==> config.mk <==
export PLATFORM = sky130hd
export DESIGN_NAME = ram_arbiter
export DESIGN_NICKNAME = d
export VERILOG_FILES = /design/src/rtl/ram_arbiter.sv
export SDC_FILE = /design/constraint.sdc
export NUM_CORES = 1
export LEC_CHECK = 0
export CORE_MARGIN = 1
export CORE_UTILIZATION = 36
export CTS_CLUSTER_DIAMETER = 200
export CTS_CLUSTER_SIZE = 30
export DETAILED_ROUTE_END_ITERATION = 6
export GPL_TIMING_DRIVEN = 0
export PLACE_DENSITY = 0.86
export SLEW_MARGIN = 20
export SYNTH_ARGS = -nofsm -noshare
export SYNTH_HDL_FRONTEND = slang
export SYNTH_SLANG_ARGS = --single-unit
==> constraint.sdc <==
create_clock -name i_clk -period 1.36 [get_ports i_clk]
set_input_delay 0.272 -clock i_clk [delete_from_list [all_inputs] [get_ports i_clk]]
set_output_delay 0.272 -clock i_clk [all_outputs]
set_load 0.02 [all_outputs]
==> src/rtl/ram_arbiter.sv <==
// Two-requester arbiter in front of a shared single-port RAM; one access per 3 cycles.
// Define RAM_ARBITER_ROUND_ROBIN_EN for round-robin tie-breaking; default is fixed priority to requester 0.
module ram_arbiter #(
    parameter int L_ADDR = 8,
    parameter int L_DATA = 8
) (
    input  logic              i_clk,
    input  logic              i_rst,
    input  logic              i_req_0,
    input  logic              i_we_0,
    input  logic [L_ADDR-1:0] i_addr_0,
    input  logic [L_DATA-1:0] i_wdata_0,
    input  logic              i_req_1,
    input  logic              i_we_1,
    input  logic [L_ADDR-1:0] i_addr_1,
    input  logic [L_DATA-1:0] i_wdata_1,
    output logic              o_ack_0,
    output logic [L_DATA-1:0] o_rdata_0,
    output logic              o_ack_1,
    output logic [L_DATA-1:0] o_rdata_1,
    output logic              o_mem_en,
    output logic              o_mem_we,
    output logic [L_ADDR-1:0] o_mem_addr,
    output logic [L_DATA-1:0] o_mem_wdata,
    input  logic [L_DATA-1:0] i_mem_rdata
);

    // state  | meaning
    // IDLE   | waiting for a request; grant and latch the RAM command
    // ACCESS | o_mem_en high; read data captured at the closing edge
    // RESP   | grantee's o_ack high; requests ignored
    typedef enum logic [1:0] {IDLE, ACCESS, RESP} state_t;

    state_t            state, state_nxt;
    logic              any_req;
    logic              gnt_sel;
    logic              gnt;
    logic              sel_we;
    logic [L_ADDR-1:0] sel_addr;
    logic [L_DATA-1:0] sel_wdata;

`ifdef RAM_ARBITER_ROUND_ROBIN_EN
    logic rr_prio;
`endif

    always_ff @(posedge i_clk) begin
        if (i_rst) state <= IDLE;
        else       state <= state_nxt;
    end

    always_comb begin
        state_nxt = state;
        unique case (state)
            IDLE:    if (any_req) state_nxt = ACCESS;
            ACCESS:  state_nxt = RESP;
            RESP:    state_nxt = IDLE;
            default: state_nxt = IDLE;
        endcase
    end

    always_comb begin
        any_req = i_req_0 | i_req_1;
`ifdef RAM_ARBITER_ROUND_ROBIN_EN
        if (i_req_0 && i_req_1) gnt_sel = rr_prio;
        else                    gnt_sel = i_req_1;
`else
        gnt_sel = ~i_req_0 & i_req_1;
`endif
        sel_we    = gnt_sel ? i_we_1    : i_we_0;
        sel_addr  = gnt_sel ? i_addr_1  : i_addr_0;
        sel_wdata = gnt_sel ? i_wdata_1 : i_wdata_0;
    end

`ifdef RAM_ARBITER_ROUND_ROBIN_EN
    // rr_prio names the requester favoured on the next tie
    always_ff @(posedge i_clk) begin
        if (i_rst)                          rr_prio <= 1'b0;
        else if (state == IDLE && any_req)  rr_prio <= ~gnt_sel;
    end
`endif

    always_ff @(posedge i_clk) begin
        if (i_rst) begin
            gnt         <= 1'b0;
            o_mem_en    <= 1'b0;
            o_mem_we    <= 1'b0;
            o_mem_addr  <= '0;
            o_mem_wdata <= '0;
            o_ack_0     <= 1'b0;
            o_ack_1     <= 1'b0;
            o_rdata_0   <= '0;
            o_rdata_1   <= '0;
        end else begin
            unique case (state)
                IDLE: begin
                    if (any_req) begin
                        gnt         <= gnt_sel;
                        o_mem_en    <= 1'b1;
                        o_mem_we    <= sel_we;
                        o_mem_addr  <= sel_addr;
                        o_mem_wdata <= sel_wdata;
                    end
                end
                ACCESS: begin
                    o_mem_en <= 1'b0;
                    o_mem_we <= 1'b0;
                    if (gnt) begin
                        o_ack_1 <= 1'b1;
                        if (!o_mem_we) o_rdata_1 <= i_mem_rdata;
                    end else begin
                        o_ack_0 <= 1'b1;
                        if (!o_mem_we) o_rdata_0 <= i_mem_rdata;
                    end
                end
                RESP: begin
                    o_ack_0 <= 1'b0;
                    o_ack_1 <= 1'b0;
                end
                default: begin
                    o_mem_en <= 1'b0;
                    o_mem_we <= 1'b0;
                end
            endcase
        end
    end

endmodule

==> results.md, run 1 <==
- Outcome: complete, no violations
- Max Clock Freq: 773 MHz
- Max VDD drop: 0.712 mV
- Least-Margin Pin Slew: 0.476 ns
- Leak pwr: 0.00115 µW
- Routed wire length: between 4 and 5 mm
- WL per Instance: 13.2 µm
- Startpoint types: flop
- Total track usage: 18.4%
- PnR worst setup slack: 0.0671 ns
- Metal3 WL: 282 µm
- Top Layer Used: met4
- Crit path time final: 1.29 ns
- Drt pass-1 iters: 4
- Post-route ant nets: 0
- Starting DRT DRC Count: 47
- Most used DFF post-synth: dfxtp_1
- Die X: 69.1 µm
- Via count: 1639
- Power Density: ~1100 nW/µm²
- Cells after Synth: 186
- Fin Clk Skew: 0.00725 ns
- Critical Setup Path Class: reg -> reg
- Final period util: 95.1%
- Syn Area/Cell: between 8 and 9 µm²
- M1 WL: 1.88 mm
- Final GP Congestion: 0.729
- Share of the yosys chip area belonging to registers: 48.2%
- Port-buffer cells: 80
- Unique masters post-synth: 25
- Dominant cell type by area after synthesis: dfxtp_1
- Synth Register Bits: 39
- R2R depth: 5
- Top cell type's share of synthesized area: 48.2%
- # placed instances: 318
- Drt drc: 0
- Clock Latency Late Sink: 0.29 ns
- Worst min-delay path class: in -> reg
- Htree depth: 2
- Max-Cap Viols: 0
- Non-Filler Instances: 329
- Die height: around 69 µm
- PnR Total Power: 2980 µW
- Post-synth EDFFs: 0
- Hold Path Stages: 3
- Hold buffers post-CTS: 0
- Synth Warn #: 0
- HPWL after detailed placement: about 3.1 mm
- Critical Path RT: 1.55 ns
- Starting Density: 37.2%
- Slew HR: ~68%
- Row cnt: 24
- Endpoints failing hold: 0
- Grt ovf: 0
- TritonCTS Buffers: 5
- Core box area: ~4400 µm²
- Critical path capture point type: flop
- CTS tree: done
- Layout cells sized above 1: 11.6%
- Pin count of the biggest net entering global routing: 17
- Die ar.: 4770 µm²
- Syn nets: 232
- Crit path max fanout: 10
- Most frequent cell after synthesis: nand2_1
- Slew Limit Fails: 0
- Async SR Flop Fraction: 0%
- First-pass GRT wire length: between 7 and 8 mm
- Io pins: 82
- Area growth from synthesis to layout: 62.7%
- Met2 routed WL: 2.10 mm
- Critical path data arrival time: 1.48 ns
- Final #Nets: 322
- Synth Cell Area: 1620 µm²
- Clock transition at path regs: 0.08 ns
- Clock root buffer: clkbuf_8
- Final setup vio count: 0
- Final Util: 60.5%
- Diodes inserted: 0
- Via density: 4.98
- Vias in the first global route: ~1600
- Pre-CTS setup slack: -0.477 ns
- Clock buffer depth: 2
- Initial antenna violation count: 0
- Synth top area cells: dfxtp_1 (48%), nand2_1 (12%), a21oi_1 (8.6%), a311oi_1 (8.6%), mux2i_1 (5.6%)
- Sink Count: 39
- Post-synth top cells: nand2_1 (50), dfxtp_1 (39), a21oi_1 (28)
## metrics by stage
step / hold slack [ns] / area (µm²) / setup TNS (ns)
floorplan: 0.369 / 1620 / 0
global placement: 0.441 / 2490 / -7.25
detailed placement: 0.447 / 2490 / -7.67
CTS: 0.375 / 2610 / -0.124
global route: 0.382 / 2640 / -0.00919
finish: 0.371 / 2640 / 0
## cells in the final DEF, fill, tap and decap left out
cell	instances
o31ai_1	1
dlygate4sd2_1	36
clkinv_2	1
mux2i_1	9
nor2b_1	2
a2bb2oi_1	1
clkdlybuf4s15_2	1
dfxtp_4	1
buf_4	10
buf_6	5
dlymetal6s2s_1	1
nor4b_4	1
clkbuf_1	4
and4bb_1	1
nand2_1	50
nor2_4	1
nor2_1	12
clkdlybuf4s50_1	42
o21bai_1	1
dfxtp_2	2
or4b_4	1
or2_4	1
a21oi_1	28
a211oi_1	1
dfxtp_1	36
nor3b_1	1
o211ai_1	1
a311oi_1	16
bufinv_16	1
clkbuf_8	6
nand2b_1	2
nor3_4	1
## power by group
part,leakage (µW),internal [µW],switching (µW)
sequential,0.000322,1230,53.1
clock,0.0000612,594,393
combinational,0.000766,351,353
## worst paths after layout
path / from / end / slack [ns]
setup reg to reg: state[0]$_SDFFE_PP0P_ / o_mem_we$_SDFFE_PP0P_ / 0.07
setup / recovery: state[0]$_SDFFE_PP0P_ / o_mem_we$_SDFFE_PP0P_ / 0.07
hold reg to reg: o_rdata_0[0]$_SDFFE_PP0P_ / o_rdata_0[0]$_SDFFE_PP0P_ / 0.45
hold / removal: i_req_1 / gnt$_SDFFE_PP0P_ / 0.37
## routing by layer
layer / GRT usage (%) / vias to the layer above
li1: - / 829
met1: 22.5 / 741
met2: 30.1 / 60
met3: 5.41 / 9
met4: 7.26 / 0
met5: 0 / -
## logic make-up (layout without fill, tap and decap cells)
kind of cell | count (synthesis) | count (layout) | share of synthesized area [%]
DFF | 39 | 39 | 48.2
and+or+nand+nor | 73 | 73 | 20.9
buffers and inverters | 16 | 107 | 5.64
muxes | 9 | 9 | 5.56
AOI/OAI and AO/OA | 49 | 49 | 19.7
## registers in the layout, summed over array words and instances (netlist names)
signal / flops
o_rdata_1: 8
o_rdata_0: 8
o_ack_1: 1
o_mem_we: 1
o_mem_wdata: 8
o_ack_0: 1
o_mem_en: 1
gnt: 1
o_mem_addr: 8
state: 2
## worst max-delay path: stages (launching register included)
cell and delay (ns):
dfxtp_4 0.36, buf_6 0.14, nor2_4 0.13, buf_4 0.18, nand2_1 0.11, o31ai_1 0.27
## final cells by class
cell class,count,area [µm²]
Timing Repair Buffer,86,805
Tap cell,52,65.1
Clock inverter,2,35.0
Sequential cell,39,787
Multi-Input combinational cell,131,761
Clock buffer,6,82.6
Buffer,13,101
Fill cell,386,1720
## what timing repair did
item	in CTS	in global routing
gates resized for setup	50	9
setup buffers	4	2
pin swaps	1	2
endpoints found under the setup margin	63	34
(Power assumes the default switching activity.)
==> inputs of run 2 (changes only) <==
==> constraint.sdc (replaced) <==
create_clock -name i_clk -period 1.36 [get_ports i_clk]
set_input_delay 0.408 -clock i_clk [delete_from_list [all_inputs] [get_ports i_clk]]
set_output_delay 0.408 -clock i_clk [all_outputs]
set_load 0.02 [all_outputs]
==> run 2 against run 1 <==
Maximum frequency is 1.8% lower; count of clock-buffer cells in the layout unchanged; sequential cell count unchanged; first-iteration DRC count grew 23%; combinational power fell by 6.4%; clock power about the same.
==> results.md, run 2 (synthesis gave the netlist of run 1 again) <==
- Initial antenna violation count: 0 (unchanged)
- Max-Cap Viols: 0 (unchanged)
- Buf/Inv on CP: 1 (-1)
- Port-buffer cells: 80 (unchanged)
- Slew Limit Fails: 0 (unchanged)
- Critical path data arrival time: 0.91 ns (-0.57 ns)
- Clock Latency Late Sink: 0.28 ns (about the same)
- Final GP Congestion: 0.729 (unchanged)
- Clock root buffer: clkbuf_8
- Post-route setup TNS: 0 ns (unchanged)
- Most frequent cells in the layout: nand2_1 (49), clkdlybuf4s50_1 (42), dfxtp_1 (34), clkbuf_2 (31), a21oi_1 (28)
- Max Clock Freq: 760 MHz (-1.8%)
- Final #Nets: 319 (-0.93%)
- Slew HR: 68.8% (+0.55 points)
- Endpoints failing hold: 0 (unchanged)
- Fin Clk Skew: 0.00706 ns (-0.000191 ns)
- Io pins: 82 (unchanged)
- Layout cells sized above 1: 24.1% (+13 points)
- Total track usage: 18.3% (-0.031 points)
- Critical Setup Path Class: reg -> out
- Final setup vio count: 0 (unchanged)
- PnR Total Power: 2940 µW (-1.3%)
- Max VDD drop: 0.714 mV (+0.33%)
- Routed wire length: 4.25 mm (-2.1%)
- CTS tree: done
- Startpoint types: flop
- Via density: 5.01 (+0.55%)
- Critical Path RT: 0.95 ns (-0.60 ns)
- Die X: 69.1 µm (unchanged)
- Htree depth: 2 (unchanged)
- Vias in the first global route: 1603 (-0.93%)
- R2R depth: 3 (-2)
- Via count: 1633 (-0.37%)
- Starting Density: 37.2% (unchanged)
- Final period util: 96.8% (+1.7 points)
- Pin count of the biggest net entering global routing: 13 (-4)
- Leak pwr: 0.00102 µW (-11%)
- Clock transition at path regs: 0.07 ns (about the same)
- Drt drc: 0 (unchanged)
- Crit path max fanout: 2 (-8)
- Critical-path top delay cell: dfxtp_1
- Core box area: 4350 µm² (unchanged)
- Crit-path max cell delay: 0.33 ns (-0.03 ns)
- Least-Margin Pin Slew: 0.468 ns (-0.00819 ns)
- Layout fillers: 406 (+5.2%)
- Sink Count: 39 (unchanged)
- Drt pass-1 iters: 4 (unchanged)
- Grt ovf: 0 (unchanged)
- Cell family with most CP delay: flip-flops
- Die ar.: 4770 µm² (unchanged)
- Outcome: complete, no violations
- Power Density: 1180 nW/µm² (+4.3%)
- Crit path time final: 1.32 ns (+0.0230 ns)
- Final Util: 57.3% (-3.2 points)
- Post-route ant nets: 0 (unchanged)
- First-pass GRT wire length: 7.17 mm (-0.18%)
- Critical path capture point type: primary output
- WP depth: 1 (-4)
- Row cnt: 24 (unchanged)
- Hold Path Stages: 2 (-1)
- Clock buffer depth: 2 (unchanged)
- Most common cell after layout, fill and taps aside: nand2_1
- TritonCTS Buffers: 5 (unchanged)
- Area growth from synthesis to layout: 54.0%
- HPWL after detailed placement: 3.12 mm (unchanged)
- Worst min-delay path class: reg -> reg
- WL per Instance: 13.0 µm (-1.2%)
- Starting DRT DRC Count: 58 (+23%)
- Die height: 69.1 µm (unchanged)
- Worst path cell trace: clkdlybuf4s15_1
- Diodes inserted: 0 (unchanged)
## run 2: cell types whose count changed in the layout (fill, tap and decap cells not counted), moves of 2 or more
cell	before	now
clkbuf_2	0	31
clkdlybuf4s15_1	0	2
dlygate4sd2_1	36	1
dfxtp_1	36	34
buf_2	0	2
buf_4	10	7
## run 2: metal layers
metal	share of wire (%)	vias up	GRT usage, %
met1	43	736	22.9
li1	-	822	-
met4	1.5	0	6.80
met5	0	-	0
met3	7.1	9	5.41
met2	49	66	29.8
## run 2: timing repair
item | CTS | global route
setup buffers | 4 | 0
gates resized for setup | 88 | 46
endpoints found under the setup margin | 68 | 53
hold buffers | 0 | 0
pin swaps | 1 | 1
## run 2: final timing paths
path                                           startpoint                   endpoint  slack, ns
worst max register to register      state[1]$_SDFFE_PP0P_  o_rdata_0[3]$_SDFFE_PP0P_       0.06
worst min-delay path            o_rdata_0[6]$_SDFFE_PP0P_  o_rdata_0[6]$_SDFFE_PP0P_       0.46
worst min register to register  o_rdata_0[6]$_SDFFE_PP0P_  o_rdata_0[6]$_SDFFE_PP0P_       0.46
worst max-delay path            o_rdata_1[4]$_SDFFE_PP0P_               o_rdata_1[4]       0.04
## run 2: final cells by class
| class | count | area [µm²] | area share (%) |
|---|---|---|---|
| buffer | 12 | 90.1 | 3.61 |
| multi-input combinational | 131 | 763 | 30.6 |
| clock inverter | 2 | 35.0 | 1.40 |
| timing repair buffer | 84 | 667 | 26.7 |
| tap | 52 | 65.1 | 2.61 |
| sequential | 39 | 792 | 31.7 |
| clock buffer | 6 | 82.6 | 3.31 |
## run 2: where the power goes
part / leakage, µW / switching [µW] / internal (µW)
combinational: 0.000640 / 342 / 317
sequential: 0.000323 / 62.1 / 1230
clock: 0.0000612 / 391 / 594
total: 0.00102 / 795 / 2140
## run 2: per-stage QoR
| step | hold slack, ns | area [µm²] | std cells | setup WS, ns |
|---|---|---|---|---|
| 3_5_place_dp | 0.447 | 2490 | 318 | -0.613 |
| 4_1_cts | 0.459 | 2670 | 329 | -0.0214 |
| 5_1_grt | 0.481 | 2490 | 326 | -0.000863 |
| 3_3_place_gp | 0.441 | 2490 | 318 | -0.592 |
| 6_report | 0.458 | 2490 | 326 | 0.0441 |
| 2_1_floorplan | 0.505 | 1620 | 186 | 0.0418 |
